--- config.mk ---
export PLATFORM = sky130hd
export DESIGN_NAME = dec_ram_ctrl_flat
export DESIGN_NICKNAME = d
export VERILOG_FILES = /design/src/rtl/dec_ram_ctrl_if.sv /design/src/rtl/dec_ram_ctrl.sv /design/src/flat_wrapper.sv
export SDC_FILE = /design/constraint.sdc
export NUM_CORES = 1
export LEC_CHECK = 0
export CAP_MARGIN = 30
export CORE_ASPECT_RATIO = 1.5
export CORE_MARGIN = 2
export CORE_UTILIZATION = 25
export DETAILED_ROUTE_END_ITERATION = 10
export SETUP_SLACK_MARGIN = 0.15
export SLEW_MARGIN = 10
export SYNTH_ARGS = -nofsm -noshare
export SYNTH_HDL_FRONTEND = slang
export SYNTH_SLANG_ARGS = --single-unit
--- constraint.sdc ---
create_clock -name clk -period 5.5 [get_ports clk]
set_input_delay 1.65 -clock clk [delete_from_list [all_inputs] [get_ports clk]]
set_output_delay 1.65 -clock clk [all_outputs]
set_load 0.03 [all_outputs]
--- src/rtl/dec_ram_ctrl_if.sv ---
// dec_ram_ctrl_if: decoder write stream, consumer read stream and the DEC_RAM port
// grouped for dec_ram_ctrl. The slave modport is the controller's view.
interface dec_ram_ctrl_if #(
  parameter int A_WIDTH = 8
);
  logic               wr_valid;
  logic               wr_bit;
  logic               wr_ready;
  logic               rd_valid;
  logic               rd_bit;
  logic               rd_last;
  logic               rd_ready;
  logic [1:0]         bank_full;
  logic               ram_cs;
  logic               ram_we;
  logic               ram_rs;
  logic [A_WIDTH-1:0] ram_addr;
  logic               ram_din;
  logic               ram_dout;

  modport master (
    output wr_valid, wr_bit, rd_ready, ram_dout,
    input  wr_ready, rd_valid, rd_bit, rd_last, bank_full,
    input  ram_cs, ram_we, ram_rs, ram_addr, ram_din
  );

  modport slave (
    input  wr_valid, wr_bit, rd_ready, ram_dout,
    output wr_ready, rd_valid, rd_bit, rd_last, bank_full,
    output ram_cs, ram_we, ram_rs, ram_addr, ram_din
  );
endinterface

--- src/rtl/dec_ram_ctrl.sv ---
// dec_ram_ctrl: ping-pong bank controller and single-port arbiter for the decision RAM.
// Define DEC_RAM_CTRL_WR_PRIO_EN to let writes win every contended cycle (default: round-robin).
module dec_ram_ctrl #(
  parameter int A_WIDTH = 8,
  parameter int N_BITS  = 256
) (
  input  logic          clk,
  input  logic          rst,
  dec_ram_ctrl_if.slave bus
);
  localparam logic [A_WIDTH-1:0] LAST_ADDR = A_WIDTH'(N_BITS - 1);
  localparam logic [A_WIDTH-1:0] ADDR_ONE  = A_WIDTH'(1);

  logic               wb_r;
  logic               rb_r;
  logic [A_WIDTH-1:0] wa_r;
  logic [A_WIDTH-1:0] ra_r;
  logic [1:0]         bank_full_r;
  logic               rd_inflight_r;
  logic               inflight_last_r;
  logic [1:0]         fifo_bit_r;
  logic [1:0]         fifo_last_r;
  logic [1:0]         fifo_occ_r;
  logic               rs_hold_r;
  logic [A_WIDTH-1:0] addr_hold_r;

  logic       rd_valid_s;
  logic       pop_s;
  logic       we_req_s;
  logic       rd_req_s;
  logic       grant_wr_s;
  logic       grant_rd_s;
  logic [1:0] credit_s;

  assign rd_valid_s = !rst && (fifo_occ_r != 2'd0);
  assign pop_s      = rd_valid_s && bus.rd_ready;
  // The slot freed by this cycle's pop is counted so streaming sustains one bit per cycle.
  assign credit_s   = fifo_occ_r + {1'b0, rd_inflight_r} - {1'b0, pop_s};
  assign we_req_s   = bus.wr_valid && !bank_full_r[wb_r];
  assign rd_req_s   = bank_full_r[rb_r] && (credit_s < 2'd2);

`ifndef DEC_RAM_CTRL_WR_PRIO_EN
  logic last_grant_r;

  // Round-robin pointer: remembers the winner of the last contended cycle (1 = read).
  always_ff @(posedge clk) begin
    if (rst) begin
      last_grant_r <= 1'b1;
    end else if (we_req_s && rd_req_s) begin
      last_grant_r <= grant_rd_s;
    end else begin
      last_grant_r <= last_grant_r;
    end
  end
`endif

  // Arbiter: one grant per cycle, nothing granted while in reset.
  always_comb begin
    grant_wr_s = 1'b0;
    grant_rd_s = 1'b0;
    if (rst) begin
      grant_wr_s = 1'b0;
      grant_rd_s = 1'b0;
    end else if (we_req_s && rd_req_s) begin
`ifdef DEC_RAM_CTRL_WR_PRIO_EN
      grant_wr_s = 1'b1;
      grant_rd_s = 1'b0;
`else
      grant_wr_s = last_grant_r;
      grant_rd_s = !last_grant_r;
`endif
    end else begin
      grant_wr_s = we_req_s;
      grant_rd_s = rd_req_s;
    end
  end

  // RAM port drive; address and bank select hold their last value on idle cycles.
  always_comb begin
    bus.ram_cs   = grant_wr_s | grant_rd_s;
    bus.ram_we   = grant_wr_s;
    bus.ram_rs   = rs_hold_r;
    bus.ram_addr = addr_hold_r;
    if (rst) begin
      bus.ram_rs   = 1'b0;
      bus.ram_addr = {A_WIDTH{1'b0}};
    end else if (grant_wr_s) begin
      bus.ram_rs   = wb_r;
      bus.ram_addr = wa_r;
    end else if (grant_rd_s) begin
      bus.ram_rs   = rb_r;
      bus.ram_addr = ra_r;
    end else begin
      bus.ram_rs   = rs_hold_r;
      bus.ram_addr = addr_hold_r;
    end
  end

  assign bus.wr_ready  = grant_wr_s;
  assign bus.ram_din   = bus.wr_bit;
  assign bus.rd_valid  = rd_valid_s;
  assign bus.rd_bit    = rd_valid_s & fifo_bit_r[0];
  assign bus.rd_last   = rd_valid_s & fifo_last_r[0];
  assign bus.bank_full = bank_full_r;

  // Bank pointers, addresses, occupancy and the outstanding-read tracker.
  always_ff @(posedge clk) begin
    if (rst) begin
      wb_r            <= 1'b0;
      rb_r            <= 1'b0;
      wa_r            <= {A_WIDTH{1'b0}};
      ra_r            <= {A_WIDTH{1'b0}};
      bank_full_r     <= 2'b00;
      rd_inflight_r   <= 1'b0;
      inflight_last_r <= 1'b0;
      rs_hold_r       <= 1'b0;
      addr_hold_r     <= {A_WIDTH{1'b0}};
    end else begin
      rd_inflight_r   <= grant_rd_s;
      inflight_last_r <= (ra_r == LAST_ADDR);
      if (grant_wr_s || grant_rd_s) begin
        rs_hold_r   <= bus.ram_rs;
        addr_hold_r <= bus.ram_addr;
      end
      if (grant_wr_s) begin
        if (wa_r == LAST_ADDR) begin
          wa_r              <= {A_WIDTH{1'b0}};
          wb_r              <= !wb_r;
          bank_full_r[wb_r] <= 1'b1;
        end else begin
          wa_r <= wa_r + ADDR_ONE;
        end
      end
      if (grant_rd_s) begin
        if (ra_r == LAST_ADDR) begin
          ra_r              <= {A_WIDTH{1'b0}};
          rb_r              <= !rb_r;
          bank_full_r[rb_r] <= 1'b0;
        end else begin
          ra_r <= ra_r + ADDR_ONE;
        end
      end
    end
  end

  // Two-entry output FIFO, head in slot 0; RAM data lands the cycle after its read grant.
  always_ff @(posedge clk) begin
    if (rst) begin
      fifo_bit_r  <= 2'b00;
      fifo_last_r <= 2'b00;
      fifo_occ_r  <= 2'd0;
    end else begin
      case ({rd_inflight_r, pop_s})
        2'b10: begin
          fifo_bit_r[fifo_occ_r[0]]  <= bus.ram_dout;
          fifo_last_r[fifo_occ_r[0]] <= inflight_last_r;
          fifo_occ_r                 <= fifo_occ_r + 2'd1;
        end
        2'b01: begin
          fifo_bit_r[0]  <= fifo_bit_r[1];
          fifo_last_r[0] <= fifo_last_r[1];
          fifo_occ_r     <= fifo_occ_r - 2'd1;
        end
        2'b11: begin
          if (fifo_occ_r == 2'd1) begin
            fifo_bit_r[0]  <= bus.ram_dout;
            fifo_last_r[0] <= inflight_last_r;
          end else begin
            fifo_bit_r[0]  <= fifo_bit_r[1];
            fifo_last_r[0] <= fifo_last_r[1];
            fifo_bit_r[1]  <= bus.ram_dout;
            fifo_last_r[1] <= inflight_last_r;
          end
        end
        default: begin
          fifo_occ_r <= fifo_occ_r;
        end
      endcase
    end
  end
endmodule

--- src/flat_wrapper.sv ---
// flat-port wrapper written by rule: the top's interface ports become plain ports
module dec_ram_ctrl_flat 
#(
  parameter int A_WIDTH = 8,
  parameter int N_BITS  = 256
)
  (clk, rst, bus_wr_valid, bus_wr_bit, bus_rd_ready, bus_ram_dout, bus_wr_ready, bus_rd_valid, bus_rd_bit, bus_rd_last, bus_bank_full, bus_ram_cs, bus_ram_we, bus_ram_rs, bus_ram_addr, bus_ram_din);
  dec_ram_ctrl_if #(.A_WIDTH(A_WIDTH)) bus_i ();
  input  logic clk;
  input  logic rst;
  input wire logic [$bits(bus_i.wr_valid)-1:0] bus_wr_valid;
  input wire logic [$bits(bus_i.wr_bit)-1:0] bus_wr_bit;
  input wire logic [$bits(bus_i.rd_ready)-1:0] bus_rd_ready;
  input wire logic [$bits(bus_i.ram_dout)-1:0] bus_ram_dout;
  output wire logic [$bits(bus_i.wr_ready)-1:0] bus_wr_ready;
  output wire logic [$bits(bus_i.rd_valid)-1:0] bus_rd_valid;
  output wire logic [$bits(bus_i.rd_bit)-1:0] bus_rd_bit;
  output wire logic [$bits(bus_i.rd_last)-1:0] bus_rd_last;
  output wire logic [$bits(bus_i.bank_full)-1:0] bus_bank_full;
  output wire logic [$bits(bus_i.ram_cs)-1:0] bus_ram_cs;
  output wire logic [$bits(bus_i.ram_we)-1:0] bus_ram_we;
  output wire logic [$bits(bus_i.ram_rs)-1:0] bus_ram_rs;
  output wire logic [$bits(bus_i.ram_addr)-1:0] bus_ram_addr;
  output wire logic [$bits(bus_i.ram_din)-1:0] bus_ram_din;
  assign bus_i.wr_valid = bus_wr_valid;
  assign bus_i.wr_bit = bus_wr_bit;
  assign bus_i.rd_ready = bus_rd_ready;
  assign bus_i.ram_dout = bus_ram_dout;
  assign bus_wr_ready = bus_i.wr_ready;
  assign bus_rd_valid = bus_i.rd_valid;
  assign bus_rd_bit = bus_i.rd_bit;
  assign bus_rd_last = bus_i.rd_last;
  assign bus_bank_full = bus_i.bank_full;
  assign bus_ram_cs = bus_i.ram_cs;
  assign bus_ram_we = bus_i.ram_we;
  assign bus_ram_rs = bus_i.ram_rs;
  assign bus_ram_addr = bus_i.ram_addr;
  assign bus_ram_din = bus_i.ram_din;
  dec_ram_ctrl #(.A_WIDTH(A_WIDTH), .N_BITS(N_BITS)) u_core (.clk(clk), .rst(rst), .bus(bus_i));
endmodule
Word level (Yosys, flattened, before mapping)
Index checks and enable logic that the tools add are counted.

Mux-type cells: 38. Eq/ne operators: 7. Bitwise operators: 6. Divide/modulo/power cells: 0. Add/sub/neg operators: 6. Multipliers: 0. $lt $le $gt $ge: 7. Shifts and indexed selects: 0. Reduce and logical (&&, ||, !) cells: 21.

Operators with widths (number): 8-bit two-way mux (5); 1-bit two-way mux (18); 8-bit by 1-bit adder with 8-bit output, second input constant (2); 8-bit == test, second input constant (2); 2-bit two-way mux (5); 1-bit logical AND (8); 1-bit by 2-bit less-than comparator with 1-bit output, second input constant (3); 1-bit one-hot mux with 3 select lines (2); 2-bit AND reduction (3); 2-bit nonzero test (3); 1-bit logical NOT (5); 2-bit bitwise mux (2); 2-bit by 1-bit == test with 1-bit output, second input constant (2); 2-bit == test, second input constant (2); 1-bit one-hot mux with 2 select lines (2); 2-bit one-hot mux with 2 select lines (1); 1-bit demux with 1-bit select (3); 1-bit greater-or-equal comparator, second input constant (3); 3-bit nonzero test (1); 2-bit by 1-bit adder with 2-bit output (1); 2-bit by 1-bit adder with 2-bit output, second input constant (1); 1-bit bitwise AND (2); 2-bit bitwise AND (1); 2-bit less-than comparator, second input constant (1); other kinds (7) (7).

RAM bits: 0. Latch bits: 0. Register bits after elaboration: 38. Bits in read-only memories: 0. Memories: 0. Bits of input ports: 6.

Depth between registers and ports, before layout
Gate-level depths: netlist of run 1.

Depth after elaboration: 14. Gate-level depth with buffers: 12. Depth with buffers taken out: 10.

Worst setup path before layout of run 1
OpenSTA, ideal clock, no wires.

Path kind: input port to output port. Start: input port rst. End: output port bus_ram_addr[0]. Slack: -0.446 ns. Stages: 11. Data arrival time: 4.296 ns. Buffers on the path: 3. Data required time: 3.850 ns. Cells stage by stage: clkbuf_1 -> nor2_1 -> and2_1 -> ha_1 -> and2b_1 -> xor2_2 -> a211oi_2 -> buf_2 -> buf_2 -> nand2_1 -> nand2_1.

Elaborated cells between the ends (all ways): 14.

RTL lines: from (decl) (RTL line flat_wrapper.sv:10) `input logic rst;`; 1-bit logical NOT (RTL line dec_ram_ctrl.sv:35) `assign rd_valid_s = !rst && (fifo_occ_r != 2'd0);`; 1-bit logical AND (RTL line dec_ram_ctrl.sv:35); via bus_rd_valid (RTL line flat_wrapper.sv:16) `output wire logic [$bits(bus_i.rd_valid)-1:0] bus_rd_valid;`; 1-bit logical AND (RTL line dec_ram_ctrl.sv:36) `assign pop_s = rd_valid_s && bus.rd_ready;`; 2-bit by 1-bit subtractor with 2-bit output (RTL line dec_ram_ctrl.sv:38) `assign credit_s = fifo_occ_r + {1'b0, rd_inflight_r} - {1'b0, pop_s};`; 2-bit less-than comparator (RTL line dec_ram_ctrl.sv:40) `assign rd_req_s = bank_full_r[rb_r] && (credit_s < 2'd2);`; 1-bit logical AND (RTL line dec_ram_ctrl.sv:40); 1-bit logical AND (RTL line dec_ram_ctrl.sv:64) `end else if (we_req_s && rd_req_s) begin`; 1-bit two-way mux (RTL line dec_ram_ctrl.sv:64); 1-bit two-way mux (RTL line dec_ram_ctrl.sv:61) `if (rst) begin`; via bus_ram_we (RTL line flat_wrapper.sv:21) `output wire logic [$bits(bus_i.ram_we)-1:0] bus_ram_we;`; 8-bit two-way mux (RTL line dec_ram_ctrl.sv:87) `end else if (grant_wr_s) begin`; 8-bit two-way mux (RTL line dec_ram_ctrl.sv:84) `if (rst) begin`; to (decl) (RTL line flat_wrapper.sv:23) `output wire logic [$bits(bus_i.ram_addr)-1:0] bus_ram_addr;`.

The timed path passes the listed nets, and every way through them passes these cells.

Worst setup path after layout of run 1
Start: input port rst. End: output port bus_ram_addr[7].

Word-level cells in the longest chain between the ends: 12. Elaborated cells between the ends (all ways): 14.

RTL lines: 1-bit logical NOT (RTL line dec_ram_ctrl.sv:35); 1-bit logical AND (RTL line dec_ram_ctrl.sv:35); 1-bit logical AND (RTL line dec_ram_ctrl.sv:36); 2-bit by 1-bit subtractor with 2-bit output (RTL line dec_ram_ctrl.sv:38); 2-bit less-than comparator (RTL line dec_ram_ctrl.sv:40); 1-bit logical AND (RTL line dec_ram_ctrl.sv:40); 1-bit logical AND (RTL line dec_ram_ctrl.sv:64); 1-bit two-way mux (RTL line dec_ram_ctrl.sv:64); 1-bit two-way mux (RTL line dec_ram_ctrl.sv:61); 8-bit two-way mux (RTL line dec_ram_ctrl.sv:90) `end else if (grant_rd_s) begin`; 8-bit two-way mux (RTL line dec_ram_ctrl.sv:87); 8-bit two-way mux (*) (RTL line dec_ram_ctrl.sv:84).

Mark *: on every way between the ends. The rest lies on a longest branch, timed or not.

==> out/results.txt, run 1 <==
Clock-pin slew was measured on the worst setup and hold paths at 60 ps. The measured slew at the worst slew-check pin works out to 382 ps. In this design, the largest share of critical-path delay is due to simple AND/OR/NAND/NOR gates. The tools report the critical path capture point type as an output port. The relative area change from synthesis to final layout came out at 42.0%. The most critical setup path has its startpoint at rst. Deepest clock path buffer count: 2. The floorplan die area is 8690 um2.

The count of port buffers added during placement was 21; the worst clock skew on the final layout was 4.65 ps. The H-tree depth reported by CTS is 2, and the total grt overflow is 0. Detailed placement ended at an HPWL of 3590 um.

In this run the static leakage power is 1.13 nW. The portion of the clock cycle consumed by the worst path in the final layout came out at 0.954. The destination of the critical timing path is bus_ram_addr[7]. Among all flip-flop cells after synthesis, the most frequent one is sky130_fd_sc_hd__dfxtp_1. The critical path crosses 11 cells after its start point. Walking the worst path, the cells encountered are clkdlybuf4s15_1, nor2_4, and2_4, ha_4, and2b_2, xor2_4, and2_1, buf_12, a22oi_2, nand2_2, buf_4.

The hold violation total from the final report came out at 0. CTS placed an instance of sky130_fd_sc_hd__clkbuf_16 at the clock tree root. Across the run, the number of max-cap violations was 0. The number of register bits inferred by synthesis was 38; the worst path setup slack after routing was 253 ps. For the CTS buffer count, the log shows 5. The proportion of register bits with asynchronous set or reset after synthesis was 0. For this run, the number of Yosys warnings is 0. In this run the register-to-register setup slack is 2560 ps.

The tools report the startpoint of the worst register-to-register path as u_core.fifo_occ_r[0]. The tools report the core outline area as 7660 um2. The critical path in this run is classified as input pin to output port. The iteration-0 DRC count of the detailed router was 65; the fraction of layout cells with a size suffix above 1 was 0.303. After routing, the total negative slack on setup checks comes to 0 ps. The worst setup path is launched from an input pin.

The starting density of the core is 0.259, and the instance count of the mapped netlist is 238. In this run the vertical extent of the chip is 113 um. Leading area contributor after synthesis: sky130_fd_sc_hd__dfxtp_1.

The total wire length after detailed routing is 4980 um, and the number of inserted filler cells in the final layout is 783. For the worst setup path, the data required time is 3850 ps. The run gives 0.000123 V as the maximum ir drop on the vdd rail. In the final layout, the multi-input gates occupy 1260 um2. The number of antenna diodes in the final layout is 0. For this run, design rule violations remaining after detail routing come to 0. The number of buffers inserted by hold repair at cts is 0, and the CTS sink count is 38.

Setup repair after global routing left no endpoint under its margin. For the total number of vias, the log shows 1822. Together, buffers and inverters on the worst path number 3.

Cell with the biggest individual delay on the critical path: sky130_fd_sc_hd__ha_4. TritonCTS built the clock tree. Synthesized net count: 252. Endpoint of the lowest-slack register-to-register path: u_core.ra_r[7]. The logs give 1848 for the via count of the first global-routing pass and 3600 ps for the data arrival at the endpoint of the critical path. After layout, the minimum clock period comes to 5250 ps.

The number of different library cells used by synthesis comes to 46. Dividing total power by cell area gives a power density of 214 nW/um2. Worst-path maximum fanout: 14.

Averaged over all synthesized cells, the footprint is 8.34 um2. At the placement stage, the worst setup path has a slack of -112 ps. The logs give 39 for the site row count and 24 for the number of ports placed on the die boundary.

The tools report the total number of nets in the final design as 297. The cell area that synthesis handed to floorplanning was 1990 um2. The die is 76.8 um wide.

The average detailed-routed wire length per instance works out to 12.9 um. Across the whole layout, storage elements account for 761 um2. The tools report the first-pass iteration count of the detailed router as 4. In the post-synthesis netlist, the biggest area contributors are sky130_fd_sc_hd__dfxtp_1 (38%), sky130_fd_sc_hd__nand2_1 (9.6%), sky130_fd_sc_hd__ha_1 (5.0%). Setup violations remaining at the end of the flow were counted as 0. The tools report the total track usage as 0.123. Timing would allow up to 191 MHz. In this run, synthesis inferred 0 flip-flops with an integrated enable. The worst-case reg-to-reg path depth was 13; the first-pass GRT wire length was 8620 um. The run gives 0.745 as the tightest slew margin relative to the limit.

At the later pin of the worst-skew pair, clock insertion delay measures 280 ps. The detail route stage leaves a number of antenna-violating nets equal to 0. The count of final max-slew check failures was 0; the pin count of the biggest net entering global routing was 27.

The worst hold-check path type was register to register. On the worst path, the slowest cell contributes a delay of 260 ps. The share of the synthesized area in the top cell type was 0.383.

Using the TritonRoute via totals, the vias-per-cell ratio works out to 4.72. The routability-driven placement congestion ratio was 0.716. The flow ran to the end, and the final reports show no timing, DRC or antenna violations. The logs give 0 for the number of antenna violations at the first check in global routing and 0.383 for the fraction of the yosys area taken by sequential cells.
-- worst register-to-register path: cells and delay by family (launching register included) --
kind | cells | cell delay [ps]
and+or+nand+nor | 4 | 660
xor gates and xnor gates | 1 | 220
buffers and inverters | 4 | 580
AOI/OAI and AO/OA | 2 | 450
adders and majority gates | 2 | 430
DFF | 1 | 460
-- synth_stat cells (3+ instances only) --
cell type,instances
sky130_fd_sc_hd__buf_4,3
sky130_fd_sc_hd__nor3_1,3
sky130_fd_sc_hd__a22oi_1,10
sky130_fd_sc_hd__nand4_1,4
sky130_fd_sc_hd__nand2_1,51
sky130_fd_sc_hd__nand3_1,9
sky130_fd_sc_hd__xnor2_1,3
sky130_fd_sc_hd__ha_1,8
sky130_fd_sc_hd__and3_1,3
sky130_fd_sc_hd__a21oi_1,10
sky130_fd_sc_hd__o21ai_0,5
sky130_fd_sc_hd__a31oi_1,4
sky130_fd_sc_hd__inv_1,6
sky130_fd_sc_hd__a211oi_1,7
sky130_fd_sc_hd__nor2_1,18
sky130_fd_sc_hd__clkbuf_1,6
sky130_fd_sc_hd__mux2i_1,4
sky130_fd_sc_hd__and2_1,7
sky130_fd_sc_hd__dfxtp_1,38
sky130_fd_sc_hd__mux2_2,3
sky130_fd_sc_hd__buf_2,3
-- state kept, by name, indices dropped and copies added (netlist names), 2 cells and up --
register              flops
u_core.fifo_last_r        2
u_core.wa_r               8
u_core.fifo_bit_r         2
u_core.fifo_occ_r         2
u_core.addr_hold_r        8
u_core.ra_r               8
u_core.bus.bank_full      2
-- worst min-delay path by stage --
stage / start / end / slack [ps] / cells past startpoint
2_1_floorplan: u_core.addr_hold_r[2] / u_core.addr_hold_r[2] / 440 / 2
4_1_cts: u_core.addr_hold_r[5] / u_core.addr_hold_r[5] / 470 / 2
6_report: u_core.addr_hold_r[0] / u_core.addr_hold_r[0] / 470 / 2
3_3_place_gp: u_core.addr_hold_r[2] / u_core.addr_hold_r[2] / 440 / 2
3_5_place_dp: u_core.addr_hold_r[2] / u_core.addr_hold_r[2] / 450 / 2
5_1_grt: u_core.addr_hold_r[0] / u_core.addr_hold_r[0] / 500 / 2
-- layout make-up --
| class | instances | share of cell area |
|---|---|---|
| clock buffer | 5 | 0.0444 |
| sequential | 38 | 0.270 |
| clock inverter | 3 | 0.00754 |
| timing repair buffer | 51 | 0.175 |
| multi-input combinational | 180 | 0.449 |
| tap | 102 | 0.0453 |
| inverter | 7 | 0.00932 |
-- layout by cell type (no fill, tap or decap), types with 5 or more instances in the layout --
cell type / count
sky130_fd_sc_hd__inv_1: 6
sky130_fd_sc_hd__nand2_1: 38
sky130_fd_sc_hd__a22oi_2: 8
sky130_fd_sc_hd__ha_1: 7
sky130_fd_sc_hd__buf_4: 27
sky130_fd_sc_hd__a21oi_1: 10
sky130_fd_sc_hd__nand2_2: 11
sky130_fd_sc_hd__clkbuf_16: 5
sky130_fd_sc_hd__buf_6: 12
sky130_fd_sc_hd__and2_1: 6
sky130_fd_sc_hd__nor2_1: 17
sky130_fd_sc_hd__clkdlybuf4s50_1: 7
sky130_fd_sc_hd__o21ai_0: 5
sky130_fd_sc_hd__a211oi_1: 7
sky130_fd_sc_hd__nand3_1: 8
sky130_fd_sc_hd__dfxtp_1: 38
-- kinds of logic (layout without fill, tap and decap cells) --
group / count (synthesis) / count (layout) / synth area share
and+or+nand+nor: 104 / 104 / 0.236
AOI/OAI and AO/OA: 53 / 53 / 0.198
DFF: 38 / 38 / 0.383
buffers and inverters: 20 / 66 / 0.0491
adders and majority gates: 8 / 8 / 0.0504
muxes: 8 / 8 / 0.0441
xor gates and xnor gates: 7 / 7 / 0.0384
-- report_power, final --
group | internal [mW] | switching [mW] | total (mW) | leakage [nW]
Combinational | 0.0168 | 0.0212 | 0.0379 | 0.749
Sequential | 0.277 | 0.00222 | 0.279 | 0.306
Clock | 0.168 | 0.119 | 0.287 | 0.0698
-- what timing repair did --
action / in CTS / in global routing
pin swaps: 8 / 2
setup buffers: 4 / 0
resized for setup: 35 / 1
hold endpoints to repair: 0 / 0
cloned: 1 / 0
endpoints found under the setup margin: 11 / 11
-- metal layers --
metal / wire [um] / vias to the layer above / global-route usage
li1: - / 928 / -
met2: 2720 / 21 / 0.232
met1: 2030 / 868 / 0.131
met3: 129 / 5 / 0.0207
met5: 0 / - / 0
met4: 106 / 0 / 0.0606
-- stage by stage --
stage	instances	hold WS, ps	total power, mW	util	instance area (um2)
6_report	386	475	0.604	0.368	2820
5_1_grt	386	495	0.624	0.368	2820
4_1_cts	386	474	0.612	0.368	2820
3_5_place_dp	373	451	0.316	0.323	2480
3_3_place_gp	373	445	0.316	0.323	2480
2_1_floorplan	238	435	0.304	-	2050
No activity file was read; power rests on OpenSTA's default activity.
==> run 2: changes to the inputs <==
--- a/config.mk
+++ b/config.mk
@@ -8,8 +8,11 @@
 export CAP_MARGIN = 30
 export CORE_ASPECT_RATIO = 1.5
 export CORE_MARGIN = 2
-export CORE_UTILIZATION = 25
+export CORE_UTILIZATION = 50
+export CTS_BUF_LIST = sky130_fd_sc_hd__clkbuf_4 sky130_fd_sc_hd__clkbuf_8
+export CTS_CLUSTER_DIAMETER = 60
 export DETAILED_ROUTE_END_ITERATION = 10
+export PLACE_DENSITY = 0.76
 export SETUP_SLACK_MARGIN = 0.15
 export SLEW_MARGIN = 10
 export SYNTH_ARGS = -nofsm -noshare
==> run 2 against run 1 <==
Cell area is 8.0% lower. Core utilization is 30 points higher. Largest cell class unchanged. Hold slack improved by 7.3 ps. Sequential share of layout area grew 2.4 points. First-iteration DRC count decreased by 34%.
==> out/results.txt, run 2 (synthesis gave the netlist of run 1 again) <==
The instance area after placement was 2390 um2 (-3.6%); the total number of nets in the final design was 295 (-0.67%). The worst register-to-register path begins at u_core.fifo_occ_r[0]. For the HPWL reported at the end of detailed placement, the log shows 3350 um (-6.5%). The core outline area is 3890 um2 (-49%). Data arrival at the endpoint of the critical path: 3630 ps (+30 ps).

The final setup TNS is 0 ps (unchanged). The worst clock skew on the final layout was 2.65 ps (-2.00 ps). The startpoint-to-endpoint class of the critical path was input pin to output port. In the layout the commonest cells are sky130_fd_sc_hd__nand2_1 (42), sky130_fd_sc_hd__dfxtp_1 (38), sky130_fd_sc_hd__buf_4 (31). The height of the chip works out to 81.2 um (-28%).

The pin count of the biggest net entering global routing was 27 (unchanged). The clock root buffer master is sky130_fd_sc_hd__clkbuf_8. For the CTS sink count, the log shows 38 (unchanged).

The placed cell count came out at 317 (-15%). The placement-stage worst setup slack is -81.3 ps (+30.3 ps), and the starting density of the core is 0.511 (+0.251). The static leakage is 1.05 nW (-6.6%), and the worst-path maximum fanout is 6 (-8). The deepest clock path buffer count was 2 (unchanged). The multi-input gate area in the final layout is 1240 um2 (-2.2%), and the count of port buffers added during placement is 21 (unchanged). The worst setup path is captured at an output port.

The run gives 7720 um (-10%) as the first-pass GRT wire length. Leaving out fill and tap cells, the most frequent cell in the layout is sky130_fd_sc_hd__nand2_1. The utilization after layout came out at 0.667 (+0.299). The CTS buffer count is 5 (unchanged), and the number of non-filler instances in the completed layout is 327 (-15%). The via count of the first global-routing pass is 1729 (-6.4%), and the register area is 761 um2 (unchanged). The final routed DRC violation total is 0 (unchanged), and the H-tree depth reported by CTS is 2 (unchanged). The worst hold-check path type was register to register. Number of inserted filler cells in the final layout: 330 (-58%). The max-capacitance violation count was 0 (unchanged); the portion of the clock cycle consumed by the worst path in the final layout was 0.960 (+0.00587).

The total of endpoints with negative setup slack in the final report was 0 (unchanged). The required arrival time at the worst endpoint was 3850 ps (about the same); the worst path setup slack after routing was 221 ps (-32.3 ps). The tightest slew margin relative to the limit was 0.747 (+0.00236).

The run gives 28 (-28%) as the site row count. The clock transition at the registers of the reported paths is 70 ps (about the same), and the power per cell area is 197 nW/um2 (-7.8%). Tracing the worst setup path back leads to its startpoint at bus_rd_ready. The first-pass iteration count of the detailed router was 4 (unchanged); the relative area change from synthesis to final layout was 30.6%. The run gives 0 (unchanged) as the number of antenna violations at the first check in global routing.

The logs give 0 (unchanged) for the count of final max-slew check failures and 4500 um2 (-48%) for the floorplan die area. The maximum ir drop on the vdd rail was 0.000181 V (+47%); the measured slew at the worst slew-check pin was 376 ps (-5.87 ps). The average detailed-routed wire length per instance is 14.4 um (+11%).

The minimum clock period after layout was 5280 ps (+32.3 ps); the total track usage was 0.217 (+0.0932). Hold violation total from the final report: 0 (unchanged). The total wire length after detailed routing was 4690 um (-5.8%). Iteration-0 DRC count of the detailed router: 43 (-34%). The overall power is 0.512 mW (-15%). Total grt overflow: 0 (unchanged).

Number of ports placed on the die boundary: 24 (unchanged). The die extent in x was 55.5 um (-28%). Total number of vias: 1826 (+0.22%). TritonCTS built the clock tree. The clock network latency to the later pin of the worst-skew pair was 290 ps (about the same).

The routed via count divided by cell count is 5.58 (+18%). The run finished with clean final reports. The run gives 189 MHz (-0.61%) as the achievable frequency. Startpoint type of the worst setup path: an input pin. The worst hold-check slack was 482 ps (+7.31 ps). In the final layout, the registers with the most flip-flops are u_core.addr_hold_r x8, u_core.ra_r x8, u_core.wa_r x8.

The fraction of layout cells with a size suffix above 1 came out at 0.291 (-0.0120). Setup repair after global routing left no endpoint under its margin. In this run the most critical hold path is launched from u_core.addr_hold_r[3]. Routability-driven placement congestion ratio: 0.789 (+10%). The tools report the final design instance area without fill as 2590 um2 (-8.0%).

The total inserted antenna cells was 0 (unchanged); the number of antenna-violating nets in the routed design was 0 (unchanged).
-- run 2: layer usage --
| metal | share of wire | routed length (um) | track usage |
|---|---|---|---|
| met5 | 0 | 0 | 0 |
| met1 | 0.39 | 1830 | 0.240 |
| met4 | 0.021 | 97 | 0.0902 |
| met2 | 0.55 | 2560 | 0.406 |
| met3 | 0.045 | 209 | 0.0366 |
-- run 2: final timing paths --
check / cells after the start / slack, ps / end
min reg2reg: 2 / 480 / u_core.addr_hold_r[3]
max: 10 / 220 / bus_ram_addr[2]
min: 2 / 480 / u_core.addr_hold_r[3]
max reg2reg: 12 / 2620 / u_core.ra_r[6]
-- run 2: area by class of cell --
cell class              count  share of cell area
flip-flops and latches     38               0.293
multi-input cells         180               0.477
well taps                  45              0.0217
clock buffers               6              0.0318
repair buffers             49               0.161
clock inverters             2             0.00482
inverters                   7              0.0101
-- run 2: power breakdown --
| part | total, mW | switching [mW] | leakage [nW] | internal [mW] |
|---|---|---|---|---|
| Combinational | 0.0332 | 0.0199 | 0.698 | 0.0133 |
| Clock | 0.200 | 0.0994 | 0.0472 | 0.101 |
| Sequential | 0.279 | 0.00189 | 0.306 | 0.277 |
-- run 2: repair_timing --
action                     4_1_cts  5_1_grt
resized for setup               20        9
pin swaps                        8        4
hold buffers                     0        0
setup buffers                    0        1
setup endpoints to repair       11       11
cloned                           0        1
-- run 2: worst max-delay path, cell delays in order --
cell and delay [ps]:
sky130_fd_sc_hd__dlygate4sd2_1 240, sky130_fd_sc_hd__and2_4 140, sky130_fd_sc_hd__ha_2 310, sky130_fd_sc_hd__and2b_2 250, sky130_fd_sc_hd__xor2_4 190, sky130_fd_sc_hd__a211oi_4 340, sky130_fd_sc_hd__buf_6 180, sky130_fd_sc_hd__nand2_1 90
sky130_fd_sc_hd__nand3_2 120, sky130_fd_sc_hd__buf_6 130
